### src/rtl/reg8_serial_tx.sv
// reg8_serial_tx: reads back the lab's 8-bit operand register over one serial line.
// Frame: start bit (0), 8 data bits LSB first, optional even-parity bit, stop bit (1).
// Each bit is held for CLKS_PER_BIT clock cycles. TX, BUSY and DONE are all registered.
// Define REG8_SERIAL_TX_PARITY_EN to insert the PARITY state between DATA and STOP_BIT.
// Without that macro, the frame is 10*CLKS_PER_BIT cycles and no parity logic exists.

module reg8_serial_tx #(
  parameter int unsigned CLKS_PER_BIT = 4
) (
  input  logic       CLK,
  input  logic       RST_N,
  input  logic [7:0] D,
  input  logic       START,
  output logic       TX,
  output logic       BUSY,
  output logic       DONE
);

  // The cycle counter is compared against this value to find the last cycle of a bit.
  localparam logic [15:0] LAST_CNT = 16'(CLKS_PER_BIT - 1);

  typedef enum logic [2:0] {
    IDLE      = 3'd0,
    START_BIT = 3'd1,
    DATA      = 3'd2,
    STOP_BIT  = 3'd3
`ifdef REG8_SERIAL_TX_PARITY_EN
    ,
    PARITY    = 3'd4
`endif
  } state_t;

  state_t      state;
  state_t      state_next;
  logic [15:0] cyc_cnt;
  logic [15:0] cyc_cnt_next;
  logic [2:0]  bit_cnt;
  logic [2:0]  bit_cnt_next;
  logic [7:0]  shift;
  logic [7:0]  shift_next;
  logic        tx_next;
  logic        busy_next;
  logic        done_next;
  logic        bit_end;

`ifdef REG8_SERIAL_TX_PARITY_EN
  logic        parity_bit;
  logic        parity_bit_next;
`endif

  // Final cycle of the bit currently on the line.
  assign bit_end = (cyc_cnt == LAST_CNT);

  // State register and every output flop. Reset aborts any frame at once and leaves TX high.
  always_ff @(posedge CLK or negedge RST_N) begin
    if (!RST_N) begin
      state      <= IDLE;
      cyc_cnt    <= '0;
      bit_cnt    <= '0;
      shift      <= '0;
      TX         <= 1'b1;
      BUSY       <= 1'b0;
      DONE       <= 1'b0;
`ifdef REG8_SERIAL_TX_PARITY_EN
      parity_bit <= 1'b0;
`endif
    end else begin
      state      <= state_next;
      cyc_cnt    <= cyc_cnt_next;
      bit_cnt    <= bit_cnt_next;
      shift      <= shift_next;
      TX         <= tx_next;
      BUSY       <= busy_next;
      DONE       <= done_next;
`ifdef REG8_SERIAL_TX_PARITY_EN
      parity_bit <= parity_bit_next;
`endif
    end
  end

  // Next-state logic. TX is computed one cycle early so each bit reaches the pin on the edge that starts it.
  always_comb begin
    state_next      = state;
    cyc_cnt_next    = bit_end ? 16'd0 : 16'(cyc_cnt + 16'd1);
    bit_cnt_next    = bit_cnt;
    shift_next      = shift;
    tx_next         = TX;
    busy_next       = BUSY;
    done_next       = 1'b0;
`ifdef REG8_SERIAL_TX_PARITY_EN
    parity_bit_next = parity_bit;
`endif

    case (state)
      IDLE: begin
        cyc_cnt_next = 16'd0;
        tx_next      = 1'b1;
        busy_next    = 1'b0;
        if (START) begin
          shift_next      = D;
          bit_cnt_next    = 3'd0;
          state_next      = START_BIT;
          tx_next         = 1'b0;
          busy_next       = 1'b1;
`ifdef REG8_SERIAL_TX_PARITY_EN
          parity_bit_next = ^D;
`endif
        end
      end

      START_BIT: begin
        if (bit_end) begin
          state_next = DATA;
          tx_next    = shift[0];
        end
      end

      DATA: begin
        if (bit_end) begin
          if (bit_cnt == 3'd7) begin
`ifdef REG8_SERIAL_TX_PARITY_EN
            state_next = PARITY;
            tx_next    = parity_bit;
`else
            state_next = STOP_BIT;
            tx_next    = 1'b1;
`endif
          end else begin
            shift_next   = {1'b0, shift[7:1]};
            bit_cnt_next = 3'(bit_cnt + 3'd1);
            tx_next      = shift[1];
          end
        end
      end

`ifdef REG8_SERIAL_TX_PARITY_EN
      PARITY: begin
        if (bit_end) begin
          state_next = STOP_BIT;
          tx_next    = 1'b1;
        end
      end
`endif

      STOP_BIT: begin
        if (bit_end) begin
          state_next = IDLE;
          tx_next    = 1'b1;
          busy_next  = 1'b0;
          done_next  = 1'b1;
        end
      end

      default: begin
        state_next   = IDLE;
        cyc_cnt_next = 16'd0;
        tx_next      = 1'b1;
        busy_next    = 1'b0;
      end
    endcase
  end

endmodule

### config.mk
export PLATFORM = sky130hd
export DESIGN_NAME = reg8_serial_tx
export DESIGN_NICKNAME = d
export VERILOG_FILES = /design/src/rtl/reg8_serial_tx.sv
export SDC_FILE = /design/constraint.sdc
export NUM_CORES = 1
export LEC_CHECK = 0
export CORE_ASPECT_RATIO = 0.7
export CORE_MARGIN = 2
export CORE_UTILIZATION = 32
export CTS_BUF_LIST = sky130_fd_sc_hd__clkbuf_4 sky130_fd_sc_hd__clkbuf_8
export CTS_CLUSTER_DIAMETER = 50
export DETAILED_ROUTE_END_ITERATION = 10
export PLACE_DENSITY = 0.57
export SYNTH_ARGS = -nofsm -noshare
export SYNTH_HDL_FRONTEND = slang
export SYNTH_SLANG_ARGS = --single-unit
### constraint.sdc
create_clock -name CLK -period 4 [get_ports CLK]
set_input_delay 0.4 -clock CLK [delete_from_list [all_inputs] [get_ports CLK]]
set_output_delay 0.4 -clock CLK [all_outputs]
set_load 0.01 [all_outputs]
==> flow_metrics.py <==
metrics = {
    "global_route": {
        "met3_usage_pct": 3.96,
        "grt_max_degree": 33,
        "grt-busiest-layer": "met1",
        "antenna_found_initial": 0,
        "use_met1_pct": 19.9,
        "grt_use_total_pct": 13.4,
        "grt_pass1_wl_mm": 6.37,
        "grt_overflow_total": 0,
        "grt_pass1_vias": 1281,
        "grt_util_met2_pct": 17.3,
    },
    "sta": {
        "slew_headroom_pct": 60.1,
        "setup_violations": 0,
        "skew_ns": 0.00805,
        "min_period_over_period_pct": 58.8,
        "tightest_slew_ns": 0.599,
        "fin_crit_ns": 2.35,
        "fin_ws_ns": 1.65,
        "fin_tns_setup_ns": 0,
        "drv_slew": 0,
        "fmax_mhz": 425,
        "rsz0062_at_grt": "no",
        "timing.hold.ws_ns": 0.508,
        "finalHoldViolCount": 0,
    },
    "cells_and_area": {
        "final-instance-count-excl-fill": 272,
        "syn_to_final_growth_pct": 16.2,
        "antenna_cells": 0,
        "final_util_pct": 39.3,
        "num-nets-final": 218,
        "final_cell_area_mm2": 0.00210,
        "drive_gt1_share_pct": 9.50,
        "fill_cells": 549,
    },
    "route": {
        "route.vias.total": 1397,
        "drtIter0Drc": 124,
        "dr.pass1.iters": 4,
        "wire_per_inst_um": 13.7,
        "route.detailed.drc": 0,
        "ant_nets": 0,
        "via_per_inst": 5.14,
        "wl_mm": 3.74,
    },
    "place": {
        "dp_hpwl_mm": 2.61,
        "portBuffers": 13,
        "place_inst": 264,
        "place_congestion": 0.781,
        "pre_cts_ws_ns": 1.67,
        "postPlaceCellArea_mm2": 0.00200,
    },
    "synthesis": {
        "synth.area.top_cells": "dfrtp_1, nor2_1, ha_1",
        "synth_edf_count": 0,
        "synth_nets": 207,
        "synthCells": 188,
        "yosysTopAreaCellShare_pct": 42.9,
        "async_reset_ff_share_pct": 100,
        "netlist_area_mm2": 0.00181,
        "synth_area_per_cell_um2": 9.62,
        "yosysTopAreaCell": "dfrtp_1",
        "ys_seq_area_share_pct": 44.4,
        "yosys_register_bits": 32,
        "ys.flop_type": "dfrtp_1",
        "ys_types": 39,
        "yosys_warnings": 0,
    },
    "setup_path": {
        "r2r-start": "state[0]$_DFFE_PN0P_",
        "critPathLaunch": "state[0]$_DFFE_PN0P_",
        "crit_arrival_ns": 2.53,
        "end_kind": "flop",
        "critPathKind": "flop to flop",
        "rrSetupSlack_ns": 1.65,
        "path_max_fanout": 15,
        "startpoint_type": "flop",
        "crit_required_ns": 4.17,
    },
    "clock_tree": {
        "insertion_delay_ns": 0.28,
        "cts_setup_buffers": 0,
        "cts_sinks": 32,
        "cts.repair.resized": 0,
        "cts_tree": "built",
        "cts_hold_buf": 0,
        "path_clk_slew_ns": 0.07,
        "root_buffer": "clkbuf_8",
        "clockBufferDepth": 2,
        "cts_buffers": 5,
        "htreeDepth": 2,
    },
    "power": {
        "power_mw": 1.34,
        "p_leak_nw": 0.829,
        "p_per_area_mw_per_mm2": 639,
        "ir_worst_vdd_v": 0.000272,
    },
    "floorplanning": {
        "fp.dieW_um": 93.8,
        "io_pins": 14,
        "start_util_pct": 33.9,
        "rows": 22,
        "fp.dieH_um": 66.9,
        "core_area_mm2": 0.00534,
        "die_area_mm2": 0.00628,
    },
    "min_path": {
        "hold_path.class": "flop to flop",
        "worstHoldStart": "cyc_cnt[0]$_DFF_PN0_",
    },
    "job": {
        "maxCapViolations": 0,
    },
    "status": {
        "status": "complete, no violations",
    },
}
==> kinds of logic after synthesis <==
group / count (synthesis) / synth area share (%)
compound gates: 35 / 13.6
flops: 32 / 44.4
buf+inv: 18 / 3.81
simple gates: 77 / 23.5
mux: 4 / 2.42
fa+ha+maj: 8 / 5.54
xor+xnor: 14 / 6.78
==> critical path: stages (launching register included) <==
cell and delay, ns:
dfrtp_1 0.42, inv_1 0.10, ha_1 0.45, inv_1 0.29, or4_1 0.71, o221a_1 0.27
==> final cells by class <==
cell class | count | area (um^2) | area share (%)
clock buffers | 8 | 104 | 4.94
inverters | 8 | 30.0 | 1.43
multi-input cells | 138 | 937 | 44.6
flip-flops and latches | 32 | 802 | 38.2
well taps | 72 | 90.1 | 4.29
repair buffers | 14 | 138 | 6.55
==> final timing paths <==
check                                         to  cells after the start
max in group asynchronous         TX$_DFFE_PN1P_                      2
hold reg to reg             cyc_cnt[0]$_DFF_PN0_                      1
hold / removal              cyc_cnt[0]$_DFF_PN0_                      1
setup / recovery            shift[5]$_DFFE_PN0P_                      5
setup reg to reg            shift[5]$_DFFE_PN0P_                      5
min in group asynchronous  cyc_cnt[11]$_DFF_PN0_                      2
==> state kept, by name (all words and copies together) (netlist names) <==
name	flops
state	2
cyc_cnt	16
bit_cnt	3
TX	1
shift	8
BUSY	1
DONE	1
==> routing by layer <==
| layer | up-vias | wire length, um |
|---|---|---|
| met2 | 34 | 1440 |
| met3 | 2 | 170 |
| met5 | - | 0 |
| met4 | 0 | 40 |
| li1 | 703 | - |
| met1 | 658 | 2090 |
==> cell usage in the layout, fill, tap and decap left out, drive strengths merged, types with 6 or more instances in the layout <==
cell	instances
dfrtp	31
nor3	8
clkbuf	8
nand2	10
clkdlybuf4s50	13
o22ai	7
nand4	7
ha	8
nand3	6
nor4	7
xnor2	10
o221a	6
a21oi	8
nor2	27
inv	8
==> synthesized netlist by cell type (2+ instances only) <==
| library cell | n |
|---|---|
| dfrtp_1 | 31 |
| nand4b_1 | 2 |
| inv_1 | 8 |
| nand2b_1 | 2 |
| xnor2_1 | 10 |
| nor2_1 | 27 |
| nand3_1 | 6 |
| mux2_2 | 3 |
| a31oi_1 | 2 |
| nor3_1 | 8 |
| o21ai_0 | 4 |
| clkbuf_1 | 9 |
| nor4_1 | 5 |
| xor2_1 | 4 |
| o22ai_1 | 7 |
| and4_2 | 2 |
| nand4_1 | 6 |
| o211ai_1 | 2 |
| a21oi_1 | 8 |
| nand2_1 | 10 |
| nor2b_1 | 2 |
| ha_1 | 8 |
| o221a_1 | 6 |
==> where the power goes <==
| group | total (mW) | internal (mW) | switching, mW |
|---|---|---|---|
| Sequential | 0.502 | 0.414 | 0.0874 |
| Combinational | 0.563 | 0.251 | 0.311 |
| Clock | 0.277 | 0.164 | 0.114 |
No activity file was read; power rests on OpenSTA's default activity.
